### config.mk
export PLATFORM = sky130hd
export DESIGN_NAME = mul8_rr_scheduler
export DESIGN_NICKNAME = d
export VERILOG_FILES = /design/src/rtl/mul8_rr_scheduler.sv
export SDC_FILE = /design/constraint.sdc
export NUM_CORES = 1
export LEC_CHECK = 0
export CAP_MARGIN = 10
export CORE_MARGIN = 3
export CORE_UTILIZATION = 59
export DETAILED_ROUTE_END_ITERATION = 10
export PLACE_DENSITY = 0.95
export SYNTH_ARGS = -nofsm -noshare
export SYNTH_HDL_FRONTEND = slang
export SYNTH_SLANG_ARGS = --single-unit
export TNS_END_PERCENT = 30
### constraint.sdc
create_clock -name clk_i -period 29.2 [get_ports clk_i]
set_input_delay 4.38 -clock clk_i [delete_from_list [all_inputs] [get_ports clk_i]]
set_output_delay 4.38 -clock clk_i [all_outputs]
set_load 0.02 [all_outputs]
### src/rtl/mul8_rr_scheduler.sv
// Round-robin scheduler sharing one 8x8 unsigned multiplier among NUM_REQ requesters,
// with a single-entry result buffer. Define MUL8_RR_SCHEDULER_STATS_EN for per-requester grant counters.

module traditional_multiplier8 (
   input  logic [7:0]  a,
   input  logic [7:0]  b,
   output logic [15:0] p
);
   // Plain shift-and-add; fully combinational.
   always_comb begin
      p = '0;
      for (int i = 0; i < 8; i++) begin
         if (b[i]) p = p + (16'(a) << i);
      end
   end
endmodule

module mul8_rr_scheduler #(
   parameter int NUM_REQ = 4,
   parameter int ID_W    = 2
) (
   input  logic                   clk_i,
   input  logic                   rst_i,
   input  logic [NUM_REQ-1:0]     req_valid_i,
   input  logic [8*NUM_REQ-1:0]   req_op1_i,
   input  logic [8*NUM_REQ-1:0]   req_op2_i,
   output logic [NUM_REQ-1:0]     req_ready_o,
   output logic                   resp_valid_o,
   input  logic                   resp_ready_i,
   output logic [15:0]            resp_product_o,
   output logic [ID_W-1:0]        resp_id_o
`ifdef MUL8_RR_SCHEDULER_STATS_EN
   ,
   input  logic                   stat_clr_i,
   output logic [16*NUM_REQ-1:0]  stat_grants_o
`endif
);

   typedef enum logic {EMPTY = 1'b0, FULL = 1'b1} state_t;

   state_t               state_q, state_d;
   logic [ID_W-1:0]      rr_ptr_q, rr_next;
   logic [NUM_REQ-1:0]   grant_oh;
   logic [ID_W-1:0]      grant_id;
   logic                 transfer;
   logic                 can_accept;
   int                   scan_idx;
   logic [7:0]           mul_a, mul_b;
   logic [15:0]          mul_p;

   // Handshakes: a beat moves on a rising edge when valid and ready are both high;
   // ready never looks at operands, and valid holds with stable data until ready.
   assign resp_valid_o = (state_q == FULL);
   assign can_accept   = (state_q == EMPTY) || (resp_valid_o && resp_ready_i);

   always_comb begin
      grant_oh = '0;
      grant_id = '0;
      transfer = 1'b0;
      scan_idx = 0;
      for (int i = 0; i < NUM_REQ; i++) begin
         scan_idx = int'(rr_ptr_q) + i;
         if (scan_idx >= NUM_REQ) scan_idx = scan_idx - NUM_REQ;
         if (!transfer && req_valid_i[scan_idx]) begin
            transfer           = 1'b1;
            grant_oh[scan_idx] = 1'b1;
            grant_id           = ID_W'(scan_idx);
         end
      end
      if (rst_i || !can_accept) begin
         grant_oh = '0;
         transfer = 1'b0;
      end
   end

   assign req_ready_o = grant_oh;

   assign mul_a = req_op1_i[8*grant_id +: 8];
   assign mul_b = req_op2_i[8*grant_id +: 8];

   traditional_multiplier8 u_mul (
      .a (mul_a),
      .b (mul_b),
      .p (mul_p)
   );

   always_comb begin
      if (grant_id == ID_W'(NUM_REQ - 1)) rr_next = '0;
      else                                 rr_next = grant_id + ID_W'(1);
   end

   always_comb begin
      state_d = state_q;
      case (state_q)
         EMPTY:   if (transfer) state_d = FULL;
         FULL:    if (!transfer && resp_ready_i) state_d = EMPTY;
         default: state_d = EMPTY;
      endcase
   end

   always_ff @(posedge clk_i) begin
      if (rst_i) begin
         state_q        <= EMPTY;
         rr_ptr_q       <= '0;
         resp_product_o <= '0;
         resp_id_o      <= '0;
      end else begin
         state_q <= state_d;
         if (transfer) begin
            resp_product_o <= mul_p;
            resp_id_o      <= grant_id;
            rr_ptr_q       <= rr_next;
         end
      end
   end

`ifdef MUL8_RR_SCHEDULER_STATS_EN
   logic [15:0] grant_cnt_q [NUM_REQ];

   for (genvar k = 0; k < NUM_REQ; k++) begin : g_stats
      // Clear wins over a same-cycle increment; counters stick at 0xFFFF.
      always_ff @(posedge clk_i) begin
         if (rst_i || stat_clr_i)
            grant_cnt_q[k] <= '0;
         else if (grant_oh[k] && grant_cnt_q[k] != 16'hFFFF)
            grant_cnt_q[k] <= grant_cnt_q[k] + 16'd1;
      end
      assign stat_grants_o[16*k +: 16] = grant_cnt_q[k];
   end
`endif

endmodule
==> results.sh, run 1 <==
export IMPL_status="completed"
export IMPL_fin_crit_sh=0.5682
export IMPL_synthesis_nets=781
export IMPL_clock_sinks=21
export IMPL_reg2reg_slack_ns=15.75
export IMPL_n_antenna_cell=0
export IMPL_place_congestion=0.9298
export IMPL_grt_pass1_vias=5338
export IMPL_vias=5389
export IMPL_die_area_mm2=0.009544
export IMPL_crit_arrival_ns=16.75
export IMPL_route_detailed_drc=0
export IMPL_hold_viol=0
export IMPL_max_slew_margin=0.2145
export IMPL_path_clk_slew_ns=0.09
export IMPL_clockRootBuffer="clkbuf_8"
export IMPL_clockBufferDepth=2
export IMPL_tritoncts="yes"
export IMPL_yosys_cell_types_count=77
export IMPL_fin_nets=853
export IMPL_layout_cells_non_filler=820
export IMPL_crit_buf_inv=4
export IMPL_avgRoutedWirePerCell_um=18.43
export IMPL_dr_wl_met2_um=7341
export IMPL_hp_class="flip-flop to flip-flop"
export IMPL_wl_um=15110
export IMPL_drive_gt1_frac=0.09053
export IMPL_die_h_um=97.70
export IMPL_io_pins=94
export IMPL_slew_violations=0
export IMPL_crit_fanout=29
export IMPL_antenna_found_initial=0
export IMPL_crit_type="input pin to flip-flop"
export IMPL_synth_seq_area_share=0.08474
export IMPL_setup_viol=0
export IMPL_fp_dieW_um=97.70
export IMPL_max_freq_mhz=60.27
export IMPL_std_cell_rows=32
export IMPL_firstDrtPassIters=5
export IMPL_vias_per_cell=6.572
export IMPL_area_delta_synth_final_pct=19.85
export IMPL_fill_cells=568
export IMPL_synth_ff_latch_count=21
export IMPL_avgSynthCellArea_um2=7.668
export IMPL_numCtsBuffers=3
export IMPL_mappedNetlistArea_mm2=0.004961
export IMPL_synth_compound_area_frac=0.2923
export IMPL_period_needed_ns=16.59
export IMPL_dp_cells=816
export IMPL_tightest_slew_ns=1.178
export IMPL_grtUsageTotal=0.3092
export IMPL_ant_nets=0
export IMPL_met1_length_um=6164
export IMPL_synth_xor_area_frac=0.05826
export IMPL_rsz0062_at_grt="no"
export IMPL_grt_max_degree=30
export IMPL_met3_wirelength_um=1177
export IMPL_clock_skew_ns=0.001612
export IMPL_cp_data_required_time_ns=29.36
export IMPL_core_area_mm2=0.007928
export IMPL_synth_edf_count=0
export IMPL_synthAdderAreaFrac=0.1707
export IMPL_maxCapViolCount=0
export IMPL_top_layer="met4"
export IMPL_cp_slowest_cell="mux4_2"
export IMPL_drt_iter0_drc=302
export IMPL_grt_ovfl_total=0
export IMPL_start_util=0.6258
export IMPL_synth_area_mux_share=0.1427
export IMPL_endpoint_kind="flip-flop"
export IMPL_dp_slack_ns=12.62
export IMPL_ys_warnings_count=0
export IMPL_synth_top_family_by_area="compound AO/OA/AOI/OAI gates"
export IMPL_insertion_delay_ns=0.27
export IMPL_grt_pass1_wl_um=25350
export IMPL_max_stage_delay_ns=0.65
export IMPL_post_cts_buffers=0
export IMPL_cts_htree_levels=1
export IMPL_postCtsResizedCells=0
export IMPL_synth_ff_type="dfxtp_1"
export IMPL_cts_hold_buf=0
export IMPL_cpLargestDelayFamily="compound AO/OA/AOI/OAI gates"
export IMPL_hpwl_um=11920
export IMPL_syn_inst=647
export IMPL_synth_simple_area_share=0.1939
export IMPL_async_flop_share=0
export IMPL_tns_ns=0
export IMPL_timing_final_ws_setup_ns=12.61
export IMPL_portBuffers=93
export IMPL_cp_start_kind="input pin"
-- worst reg2reg max path, delay by kind of cell, from the launching register on --
kind,cells,cell delay (ns)
multiplexers,2,0.97
AND/OR/NAND/NOR,9,1.98
AO/OA/AOI/OAI,24,4.87
buffers and inverters,4,1.25
XOR/XNOR,4,0.52
adder cells (fa/ha/maj),9,3.01
flip-flops,1,0.77
-- stage by stage --
stage / utilization / instance area, um^2 / hold slack, ns
6_report: 0.7500 / 5946 / 0.4679
3_3_place_gp: 0.7442 / 5899 / 0.4429
3_5_place_dp: 0.7442 / 5899 / 0.4539
5_1_grt: 0.7500 / 5946 / 0.4972
4_1_cts: 0.7500 / 5946 / 0.4654
2_1_floorplan: - / 4961 / 0.5302
-- flip-flops by register name (all words and copies together) (netlist names) --
register        count
resp_valid_o        1
resp_id_o           2
resp_product_o     16
rr_ptr_q            2
-- worst paths after layout --
check | start | end | cells after the start
setup / recovery | req_valid_i[2] | resp_product_o[14] | 51
hold / removal | resp_product_o[9] | resp_product_o[9] | 2
hold reg to reg | resp_product_o[9] | resp_product_o[9] | 2
setup reg to reg | rr_ptr_q[0] | resp_product_o[14] | 52
-- cell families after synthesis --
family | Yosys count
AO/OA/AOI/OAI | 211
AND/OR/NAND/NOR | 195
adder cells (fa/ha/maj) | 65
buffers and inverters | 64
multiplexers | 58
XOR/XNOR | 33
flip-flops | 21
-- placed cells by master (no fill, tap or decap), types with 7 or more instances in the layout --
cell type,count
nand2b_1,7
a22oi_1,10
xnor2_1,26
o21ai_0,21
o211ai_1,15
o21bai_1,9
nor3_1,11
o21a_1,10
and2_1,15
xor2_1,7
nand2_1,47
mux2i_1,26
or3_1,10
dfxtp_1,21
nand3_1,16
a211oi_1,15
ha_1,58
inv_1,28
a31oi_1,9
mux2_2,19
nor2_1,57
nor2b_1,8
a21o_1,11
a21oi_1,66
clkdlybuf4s50_1,93
-- metal layers --
| metal | vias to the layer above | global-route usage |
|---|---|---|
| met5 | - | 0 |
| li1 | 2549 | - |
| met3 | 35 | 0.03733 |
| met1 | 2541 | 0.4036 |
| met2 | 264 | 0.5293 |
| met4 | 0 | 0.09691 |
-- synth_stat cells (8+ instances only) --
cell | number | share of area
a211oi_1 | 15 | 0.023
or3_1 | 10 | 0.013
clkbuf_1 | 21 | 0.016
mux2_2 | 19 | 0.043
o21a_1 | 10 | 0.015
a21oi_1 | 66 | 0.067
and2_1 | 15 | 0.019
nand2_1 | 47 | 0.036
mux2i_1 | 26 | 0.052
o211ai_1 | 15 | 0.023
inv_1 | 28 | 0.021
nand3_1 | 16 | 0.016
a31oi_1 | 9 | 0.011
a22oi_1 | 10 | 0.015
nor2_1 | 57 | 0.043
nor3_1 | 11 | 0.011
dfxtp_1 | 21 | 0.085
ha_1 | 58 | 0.15
o21bai_1 | 9 | 0.014
xnor2_1 | 26 | 0.046
o21ai_0 | 21 | 0.021
a21o_1 | 11 | 0.017
nor2b_1 | 8 | 0.010
-- final cells by class --
cell class	count	area, um^2	share of cell area
Inverter	33	126.4	0.02125
Clock inverter	1	5.005	0.0008418
Sequential cell	21	420.4	0.07071
Clock buffer	3	41.29	0.006944
Multi-Input combinational cell	562	4257	0.7159
Tap cell	102	127.6	0.02146
Timing Repair Buffer	98	968.4	0.1629
Power of run 1 is not shown: default switching activity piles up to over one toggle a cycle in this logic, so the estimate is an artifact.
==> run 2, diff against run 1 <==
--- a/config.mk
+++ b/config.mk
@@ -7,9 +7,9 @@
 export LEC_CHECK = 0
 export CAP_MARGIN = 10
 export CORE_MARGIN = 3
-export CORE_UTILIZATION = 59
+export CORE_UTILIZATION = 55
 export DETAILED_ROUTE_END_ITERATION = 10
-export PLACE_DENSITY = 0.95
+export PLACE_DENSITY = 0.92
 export SYNTH_ARGS = -nofsm -noshare
 export SYNTH_HDL_FRONTEND = slang
 export SYNTH_SLANG_ARGS = --single-unit
==> constraint.sdc (replaced) <==
create_clock -name clk_i -period 15.6 [get_ports clk_i]
set_input_delay 2.34 -clock clk_i [delete_from_list [all_inputs] [get_ports clk_i]]
set_output_delay 2.34 -clock clk_i [all_outputs]
set_load 0.02 [all_outputs]
==> results.sh, run 2 (synthesis results as in run 1) <==
export IMPL_clockBufferDepth=2
export IMPL_hold_viol=0
export IMPL_portBuffers=93
export IMPL_grt_pass1_vias=5289
export IMPL_grt_pass1_wl_um=24980
export IMPL_clock_sinks=21
export IMPL_met1_length_um=6253
export IMPL_dr_wl_met2_um=7465
export IMPL_avgRoutedWirePerCell_um=18.30
export IMPL_period_needed_ns=14.52
export IMPL_firstDrtPassIters=5
export IMPL_numCtsBuffers=3
export IMPL_tightest_slew_ns=1.159
export IMPL_rsz0062_at_grt="no"
export IMPL_largest_register="resp_product_o"
export IMPL_fin_nets=852
export IMPL_max_freq_mhz=68.85
export IMPL_largest_reg_flops=16
export IMPL_route_detailed_drc=0
export IMPL_fp_dieW_um=101.0
export IMPL_reg2reg_depth=53
export IMPL_path_common_cell="ha_1"
export IMPL_grt_max_degree=30
export IMPL_top_layer="met4"
export IMPL_hpwl_um=11680
export IMPL_vias=5396
export IMPL_clock_skew_ns=0.005648
export IMPL_maxCapViolCount=0
export IMPL_io_pins=94
export IMPL_vias_per_cell=6.541
export IMPL_final_cell_mix="93 x clkdlybuf4s50_1, 66 x a21oi_1, 58 x ha_1"
export IMPL_reg_top3="resp_product_o x16, resp_id_o x2, rr_ptr_q x2"
export IMPL_postCtsResizedCells=0
export IMPL_timing_rr_end="resp_product_o[14]"
export IMPL_std_cell_rows=34
export IMPL_drive_gt1_frac=0.08926
export IMPL_ant_nets=0
export IMPL_area_delta_synth_final_pct=19.90
export IMPL_crit_path_start="req_valid_i[2]"
export IMPL_max_stage_delay_ns=0.65
export IMPL_slew_violations=0
export IMPL_grt_ovfl_total=0
export IMPL_grtUsageTotal=0.2935
export IMPL_endpoint_kind="flip-flop"
export IMPL_crit_end="resp_product_o[14]"
export IMPL_core_area_mm2=0.008721
export IMPL_antenna_found_initial=0
export IMPL_cts_hold_buf=0
export IMPL_n_antenna_cell=0
export IMPL_cp_data_required_time_ns=15.76
export IMPL_status="completed"
export IMPL_met3_wirelength_um=988
export IMPL_reg2reg_slack_ns=2.23
export IMPL_drt_iter0_drc=284
export IMPL_crit_type="input pin to flip-flop"
export IMPL_tns_ns=0
export IMPL_wl_um=15100
export IMPL_place_congestion=0.9275
export IMPL_hold_worst_slack_ns=0.4575
export IMPL_fin_crit_sh=0.9310
export IMPL_final_common_cell="clkdlybuf4s50_1"
export IMPL_die_h_um=101.0
export IMPL_crit_arrival_ns=14.69
export IMPL_post_cts_buffers=0
export IMPL_setup_viol=0
export IMPL_cts_htree_levels=1
export IMPL_die_area_mm2=0.01020
export IMPL_hp_class="flip-flop to flip-flop"
export IMPL_path_clk_slew_ns=0.09
export IMPL_tritoncts="yes"
export IMPL_worstHoldStart="resp_product_o[5]"
export IMPL_cp_start_kind="input pin"
export IMPL_crit_fanout=29
export IMPL_insertion_delay_ns=0.27
export IMPL_cp_slowest_cell="mux4_2"
export IMPL_max_slew_margin=0.2275
export IMPL_clockRootBuffer="clkbuf_8"
export IMPL_r2r_start="rr_ptr_q[0]"
export IMPL_start_util=0.5689
-- run 2: changes by cell type in the layout (fill, tap and decap cells not counted), sizes merged --
cell,change
clkinv,-1
buf,-1
clkinvlp,+1
-- run 2: layer usage --
layer / up-vias / GRT usage
met5: - / 0
met4: 0 / 0.08589
met3: 37 / 0.02284
met2: 253 / 0.5266
met1: 2554 / 0.3735
li1: 2552 / -
-- run 2: stage by stage --
stage,util,cell area [um^2],setup WS (ns),std cells
2_1_floorplan,-,4961,3.182,647
3_3_place_gp,0.6765,5899,1.591,821
3_5_place_dp,0.6765,5899,1.066,821
4_1_cts,0.6821,5948,1.232,825
5_1_grt,0.6821,5948,0.1221,825
6_report,0.6821,5948,1.076,825
-- run 2: area by class of cell --
class,count,area (um^2)
multi-input cells,562,4257
fillers,694,2773
repair buffers,97,960.9
flip-flops and latches,21,420.4
well taps,108,135.1
inverters,33,126.4
clock buffers,3,41.29
clock inverters,1,7.507
-- run 2: how the worst min path moves through the flow --
stage | end | depth (start not counted)
after global routing | resp_product_o[5] | 2
after global placement | resp_product_o[9] | 2
final | resp_product_o[5] | 2
after detailed placement | resp_product_o[5] | 2
after CTS | resp_product_o[5] | 2
after floorplan | resp_product_o[5] | 2
-- run 2: worst max-delay path, delay by kind of cell --
family / cells / cell delay [ns]
AO/OA/AOI/OAI: 24 / 4.91
adder cells (fa/ha/maj): 8 / 2.53
AND/OR/NAND/NOR: 11 / 2.20
buffers and inverters: 5 / 1.64
multiplexers: 1 / 0.65
XOR/XNOR: 3 / 0.41
Power of run 2 is left out for the same reason.
